===== src/rtl/cmplx_mul_rr_arbiter.sv =====
// Packet round-robin arbiter sharing one fixed-latency datapath between two requesters.
// Optional packet/stall counters are compiled in with CMPLX_ARB_STATS_EN.

module cmplx_mul_rr_lane #(
  parameter int FW    = 34,
  parameter int DEPTH = 8
) (
  input  logic          clk,
  input  logic          rstn,
  input  logic          lock,
  input  logic          in_vld,
  output logic          rdy,
  output logic          acc,
  input  logic          wr_en,
  input  logic [FW-1:0] wr_data,
  output logic          out_vld,
  output logic [FW-1:0] out_data,
  input  logic          out_rdy
`ifdef CMPLX_ARB_STATS_EN
  ,
  input  logic          in_last,
  output logic [15:0]   pkt_cnt,
  output logic [15:0]   stall_cnt
`endif
);
  localparam int AW = $clog2(DEPTH);
  localparam int CW = $clog2(DEPTH + 1);

  logic [CW-1:0] cred;
  logic [FW-1:0] mem [DEPTH];
  logic [AW:0]   wp, rp;
  logic          pop, full;

  assign rdy      = lock && (cred != '0);
  assign acc      = rdy && in_vld;
  assign out_vld  = (wp != rp);
  assign full     = (wp[AW] != rp[AW]) && (wp[AW-1:0] == rp[AW-1:0]);
  assign pop      = out_vld && out_rdy;
  assign out_data = mem[rp[AW-1:0]];

  always_ff @(posedge clk)
    if (wr_en && !full) mem[wp[AW-1:0]] <= wr_data;

  // Credits mirror free FIFO slots including results still inside the datapath.
  always_ff @(posedge clk) begin
    if (!rstn) begin
      cred <= CW'(DEPTH);
      wp   <= '0;
      rp   <= '0;
    end else begin
      if (acc && !pop)      cred <= cred - 1'b1;
      else if (pop && !acc) cred <= cred + 1'b1;
      if (wr_en && !full) wp <= wp + 1'b1;
      if (pop)            rp <= rp + 1'b1;
    end
  end

`ifdef CMPLX_ARB_STATS_EN
  always_ff @(posedge clk) begin
    if (!rstn) begin
      pkt_cnt   <= '0;
      stall_cnt <= '0;
    end else begin
      if (acc && in_last) pkt_cnt <= pkt_cnt + 16'd1;
      if (lock && in_vld && (cred == '0) && (stall_cnt != 16'hFFFF))
        stall_cnt <= stall_cnt + 16'd1;
    end
  end
`endif
endmodule

module cmplx_mul_rr_arbiter #(
  parameter int DATA_W      = 16,
  parameter int MODUL_WIDTH = 3,
  parameter int LAT         = 4,
  parameter int DEPTH       = 8
) (
  input  logic                   clk,
  input  logic                   rstn,
  input  logic                   in0_tvalid,
  output logic                   in0_tready,
  input  logic [2*DATA_W-1:0]    in0_tdata,
  input  logic                   in0_tfirst,
  input  logic                   in0_tlast,
  input  logic [MODUL_WIDTH-1:0] in0_modulation,
  input  logic                   in1_tvalid,
  output logic                   in1_tready,
  input  logic [2*DATA_W-1:0]    in1_tdata,
  input  logic                   in1_tfirst,
  input  logic                   in1_tlast,
  input  logic [MODUL_WIDTH-1:0] in1_modulation,
  output logic                   dp_tvalid,
  output logic [2*DATA_W-1:0]    dp_tdata,
  output logic                   dp_tfirst,
  output logic                   dp_tlast,
  output logic [MODUL_WIDTH-1:0] dp_modulation,
  input  logic                   dp_res_tvalid,
  input  logic [2*DATA_W-1:0]    dp_res_tdata,
  input  logic                   dp_res_tfirst,
  input  logic                   dp_res_tlast,
  output logic                   out0_tvalid,
  output logic [2*DATA_W-1:0]    out0_tdata,
  output logic                   out0_tfirst,
  output logic                   out0_tlast,
  input  logic                   out0_tready,
  output logic                   out1_tvalid,
  output logic [2*DATA_W-1:0]    out1_tdata,
  output logic                   out1_tfirst,
  output logic                   out1_tlast,
  input  logic                   out1_tready,
  output logic                   err_tag
`ifdef CMPLX_ARB_STATS_EN
  ,
  output logic [15:0]            pkt_cnt0,
  output logic [15:0]            pkt_cnt1,
  output logic [15:0]            stall_cnt0,
  output logic [15:0]            stall_cnt1
`endif
);
  localparam int DW = 2 * DATA_W;
  localparam int FW = DW + 2;

  typedef enum logic [1:0] {IDLE, LOCK0, LOCK1} state_t;

  state_t                         state, state_nxt;
  logic                           last_grant, lg_nxt;
  logic [1:0]                     in_vld, in_first, in_last, req, lock, rdy, acc, out_vld, out_rdy;
  logic [1:0][DW-1:0]             in_data;
  logic [1:0][MODUL_WIDTH-1:0]    in_mod;
  logic [1:0][FW-1:0]             out_word;
  logic                           sel;
  // Stage 0 is the issue register itself; stage LAT lines up with dp_res_*.
  logic [LAT:0]                   vld_pipe, id_pipe;

  assign in_vld   = {in1_tvalid, in0_tvalid};
  assign in_first = {in1_tfirst, in0_tfirst};
  assign in_last  = {in1_tlast, in0_tlast};
  assign in_data  = {in1_tdata, in0_tdata};
  assign in_mod   = {in1_modulation, in0_modulation};
  assign out_rdy  = {out1_tready, out0_tready};
  assign req      = in_vld & in_first;
  assign lock     = {state == LOCK1, state == LOCK0};
  assign sel      = acc[1];

  assign {in1_tready, in0_tready} = rdy;
  assign {out1_tvalid, out0_tvalid} = out_vld;
  assign {out0_tdata, out0_tfirst, out0_tlast} = out_word[0];
  assign {out1_tdata, out1_tfirst, out1_tlast} = out_word[1];
  assign dp_tvalid = vld_pipe[0];

  always_ff @(posedge clk) begin
    if (!rstn) begin
      state      <= IDLE;
      last_grant <= 1'b1;
    end else begin
      state      <= state_nxt;
      last_grant <= lg_nxt;
    end
  end

  always_comb begin
    state_nxt = state;
    lg_nxt    = last_grant;
    case (state)
      IDLE:
        if (req[0] && req[1]) state_nxt = last_grant ? LOCK0 : LOCK1;
        else if (req[0])      state_nxt = LOCK0;
        else if (req[1])      state_nxt = LOCK1;
      LOCK0:
        if (acc[0] && in_last[0]) begin
          state_nxt = IDLE;
          lg_nxt    = 1'b0;
        end
      LOCK1:
        if (acc[1] && in_last[1]) begin
          state_nxt = IDLE;
          lg_nxt    = 1'b1;
        end
      default: state_nxt = IDLE;
    endcase
  end

  always_ff @(posedge clk) begin
    if (!rstn) begin
      vld_pipe      <= '0;
      id_pipe       <= '0;
      dp_tdata      <= '0;
      dp_tfirst     <= 1'b0;
      dp_tlast      <= 1'b0;
      dp_modulation <= '0;
      err_tag       <= 1'b0;
    end else begin
      vld_pipe <= {vld_pipe[LAT-1:0], |acc};
      id_pipe  <= {id_pipe[LAT-1:0], sel};
      if (|acc) begin
        dp_tdata      <= in_data[sel];
        dp_tfirst     <= in_first[sel];
        dp_tlast      <= in_last[sel];
        dp_modulation <= in_mod[sel];
      end
      if (dp_res_tvalid ^ vld_pipe[LAT]) err_tag <= 1'b1;
    end
  end

`ifdef CMPLX_ARB_STATS_EN
  logic [1:0][15:0] pkt_cnt, stall_cnt;
  assign {pkt_cnt1, pkt_cnt0}     = pkt_cnt;
  assign {stall_cnt1, stall_cnt0} = stall_cnt;
`endif

  for (genvar k = 0; k < 2; k++) begin : g_lane
    cmplx_mul_rr_lane #(.FW(FW), .DEPTH(DEPTH)) u_lane (
      .clk       (clk),
      .rstn      (rstn),
      .lock      (lock[k]),
      .in_vld    (in_vld[k]),
      .rdy       (rdy[k]),
      .acc       (acc[k]),
      .wr_en     (dp_res_tvalid && vld_pipe[LAT] && (id_pipe[LAT] == 1'(k))),
      .wr_data   ({dp_res_tdata, dp_res_tfirst, dp_res_tlast}),
      .out_vld   (out_vld[k]),
      .out_data  (out_word[k]),
      .out_rdy   (out_rdy[k])
`ifdef CMPLX_ARB_STATS_EN
      ,
      .in_last   (in_last[k]),
      .pkt_cnt   (pkt_cnt[k]),
      .stall_cnt (stall_cnt[k])
`endif
    );
  end
endmodule


===== config.mk =====
export PLATFORM = sky130hd
export DESIGN_NAME = cmplx_mul_rr_arbiter
export DESIGN_NICKNAME = d
export VERILOG_FILES = /design/src/rtl/cmplx_mul_rr_arbiter.sv
export SDC_FILE = /design/constraint.sdc
export NUM_CORES = 1
export LEC_CHECK = 0
export ABC_AREA = 1
export CORE_UTILIZATION = 35
export CTS_BUF_LIST = sky130_fd_sc_hd__clkbuf_8
export DETAILED_ROUTE_END_ITERATION = 10
export GPL_TIMING_DRIVEN = 0
export PLACE_DENSITY = 0.57
export SLEW_MARGIN = 40
export SYNTH_ARGS = -nofsm -noshare
export SYNTH_HDL_FRONTEND = slang
export SYNTH_SLANG_ARGS = --single-unit

===== constraint.sdc =====
create_clock -name clk -period 3.62 [get_ports clk]
set_clock_uncertainty 0.05 [all_clocks]
set_input_delay 0.543 -clock clk [delete_from_list [all_inputs] [get_ports clk]]
set_output_delay 0.543 -clock clk [all_outputs]
set_load 0.01 [all_outputs]

==> impl_metrics.env <==
export IMPL_power_density_mw_per_mm2=480
export IMPL_min_to="vld_pipe[2]"
export IMPL_ys_warnings_count=0
export IMPL_ys_types=34
export IMPL_slew_violations=0
export IMPL_status="finished, final reports clean"
export IMPL_crit_path_top_delay_cell="clkdlybuf4s50_1"
export IMPL_die_w_um=269
export IMPL_yosysMostFrequentCell="edfxtp_1"
export IMPL_via_per_inst=4.91
export IMPL_synth_seq_cells=625
export IMPL_htree_levels=3
export IMPL_crit_arrival_ns=2.91
export IMPL_first_iter_violations=1427
export IMPL_routed_wl_um=69500
export IMPL_leakagePower_nw=11.4
export IMPL_hold_start="vld_pipe[1]"
export IMPL_fin_crit_sh=0.968
export IMPL_critPathCaptureType="output port"
export IMPL_fmax_mhz=285
export IMPL_critPathMaxStageDelay_ns=0.61
export IMPL_rows=97
export IMPL_syn_nets=2282
export IMPL_dp_cells=3353
export IMPL_period_minus_slack_ns=3.50
export IMPL_cts_tree="built"
export IMPL_timing_slew_headroom=0.445
export IMPL_synth_edff_count=544
export IMPL_synth_area_leader_cell="edfxtp_1"
export IMPL_clkLatencyLatePin_ns=0.69
export IMPL_syn_inst=2156
export IMPL_gr_total_overflow=0
export IMPL_nets=2645
export IMPL_crit_chain="inv_2, clkbuf_1, a21oi_1, a31oi_2, clkdlybuf4s50_1"
export IMPL_port_buffers=225
export IMPL_worst_pin_slew_ns=0.829
export IMPL_cts_max_path_buffers=3
export IMPL_layout_drive_gt1_share=0.136
export IMPL_r2r_end="g_lane[1].u_lane.mem[6][24]"
export IMPL_grt_pass1_wl_um=104000
export IMPL_rrSetupSlack_ns=1.11
export IMPL_stdcell_area_sq_mm=0.0315
export IMPL_ys_flop_type="edfxtp_1"
export IMPL_tns_ns=0
export IMPL_ys_async_sr_fraction=0
export IMPL_timing_rr_start="g_lane[1].u_lane.wp[1]"
export IMPL_top_level_ports=226
export IMPL_final_hold_viol_count=0
export IMPL_ys_top_cells_by_area="edfxtp_1 65%, dfxtp_1 6.5%, nor2_1 6.4%"
export IMPL_areaGrowthSynthToFinish_pct=26.1
export IMPL_dp_hpwl_um=47900
export IMPL_ys_seq_area_frac=0.718
export IMPL_die_y_um=269
export IMPL_vdd_ir_drop_max_uv=274
export IMPL_worstPathRequired_ns=3.03
export IMPL_syn_area_sq_mm=0.0250
export IMPL_dr_pass1_iters=5
export IMPL_cp_num_cells=5
export IMPL_maxCapViolCount=0
export IMPL_place_area_sq_mm=0.0293
export IMPL_wl_per_cell_um=19.6
export IMPL_root_buffer="clkbuf_8"
export IMPL_rsz0062_at_grt="false"
export IMPL_die_area_sq_mm=0.0725
export IMPL_hold_ws_ns=0.363
export IMPL_cp_num_buf_inv=3
export IMPL_stdcell_count=3542
export IMPL_cts_inserted_buffers=104
export IMPL_regArea_sq_mm=0.0180
export IMPL_path_max_fanout=10
export IMPL_grt_max_degree=19
export IMPL_hp_class="flop to flop"
export IMPL_utilization=0.448
export IMPL_vias=17375
export IMPL_synth_common_cells="544 x edfxtp_1, 426 x nor2_1, 385 x nand2_1"
export IMPL_setup_viol=0
export IMPL_place_congestion=0.811
export IMPL_fill_cells=6499
export IMPL_drc=0
export IMPL_whs_path_depth=2
export IMPL_critPathLaunchType="flop"
export IMPL_multi_input_area_sq_mm=0.00652
export IMPL_clk_pin_slew_worst_paths_ns=0.06
export IMPL_path_class="flop to output port"
export IMPL_n_antenna_cell=0
export IMPL_clkSinkCount=625
export IMPL_grt_use_total=0.190
export IMPL_ant_nets=0
export IMPL_antenna_found_initial=3
export IMPL_critical_path_top_delay_family="buffers and inverters"
export IMPL_cts_hold_buffers=0
export IMPL_avgSynthCellArea_sq_um=11.6
export IMPL_core_area_sq_mm=0.0704
export IMPL_synth_top_area_share=0.653
export IMPL_initial_core_util=0.355
export IMPL_r2r_cells=9
export IMPL_grt_pass1_vias=17238
==> flip-flops by register name (all words and copies together) (netlist names), 3 cells and up, named ones only <==
register,count
vld_pipe,5
id_pipe,5
g_lane.u_lane.wp,8
dp_tdata,32
dp_modulation,3
g_lane.u_lane.mem,544
g_lane.u_lane.rp,8
g_lane.u_lane.cred,8
==> final cells by class <==
class                      count  area share
buffer                       116      0.0213
tap                          940      0.0373
sequential                   625       0.570
clock inverter                76      0.0136
inverter                      50     0.00643
multi-input combinational   1365       0.207
timing repair buffer         257      0.0956
clock buffer                 113      0.0493
==> stage by stage <==
| step | worst slack [ns] | total power, mW |
|---|---|---|
| finish | 0.116 | 15.1 |
| global route | 0.00552 | 15.7 |
| CTS | 0.000994 | 15.3 |
| detailed placement | 0.318 | 9.33 |
| global placement | -1.56 | 9.31 |
| floorplan | 0.408 | 8.65 |
==> cell families after synthesis <==
kind of cell | Yosys count | share of synthesized area
DFF | 625 | 0.718
buffers and inverters | 166 | 0.0319
xor gates and xnor gates | 17 | 0.00596
and+or+nand+nor | 864 | 0.136
AOI/OAI and AO/OA | 473 | 0.103
adders and majority gates | 11 | 0.00550
==> layer usage <==
layer	vias to the layer above	track usage	wire [um]
li1	8302	-	-
met1	8330	0.243	29200
met2	632	0.318	33800
met3	105	0.0453	4870
met4	6	0.0589	1490
met5	-	0	33
==> power by group <==
| part | total, mW | switching [mW] | leakage, nW | internal, mW |
|---|---|---|---|---|
| Combinational | 1.25 | 0.739 | 4.72 | 0.509 |
| Sequential | 7.94 | 0.0530 | 5.55 | 7.88 |
| Clock | 5.95 | 2.85 | 1.15 | 3.10 |
==> what timing repair did <==
action	CTS	global route
buffers inserted	0	0
pin swaps	0	2
endpoints found under the setup margin	65	48
gates resized for setup	61	40
endpoints found under the hold margin	0	0
gates cloned	0	0
==> worst max path at each step <==
stage / startpoint / to
after floorplan: dp_res_tvalid / g_lane[0].u_lane.mem[0][0]
after global placement: dp_res_tvalid / g_lane[1].u_lane.mem[0][20]
after detailed placement: flop / out1_tdata[30]
after CTS: flop / out0_tdata[12]
after global routing: flop / out0_tdata[28]
final: flop / out1_tdata[31]
==> cells in the final DEF (no fill, tap or decap), types with 6 or more instances in the layout <==
master / netlist / final
buf_4: 9 / 12
nand3_1: 26 / 26
dlymetal6s2s_1: 0 / 19
clkbuf_2: 0 / 28
clkbuf_4: 0 / 7
buf_16: 0 / 19
o21ai_0: 257 / 255
clkbuf_1: 59 / 30
a21oi_2: 28 / 28
buf_6: 11 / 13
clkdlybuf4s50_1: 0 / 203
clkinv_1: 3 / 19
nor2_4: 2 / 18
dfxtp_1: 81 / 78
xor2_1: 13 / 13
inv_2: 6 / 6
clkbuf_8: 0 / 113
edfxtp_1: 544 / 544
a31oi_1: 68 / 44
ha_1: 11 / 11
nand2_1: 385 / 385
inv_1: 36 / 73
buf_8: 0 / 13
a31oi_2: 0 / 24
buf_2: 36 / 25
nor2_2: 8 / 8
clkinv_2: 0 / 12
nor2_1: 426 / 410
o21ai_1: 21 / 23
a21oi_1: 96 / 96
==> worst reg2reg max path, stage by stage, from the launching register on <==
cell,delay [ns]
dfxtp_1,0.45
inv_1,0.11
nand2_1,0.07
nand2_1,0.07
nand4_2,0.14
nand2_2,0.12
or2_1,0.37
nor2_4,0.39
buf_8,0.24
buf_8,0.19
No activity file was read; power rests on OpenSTA's default activity.
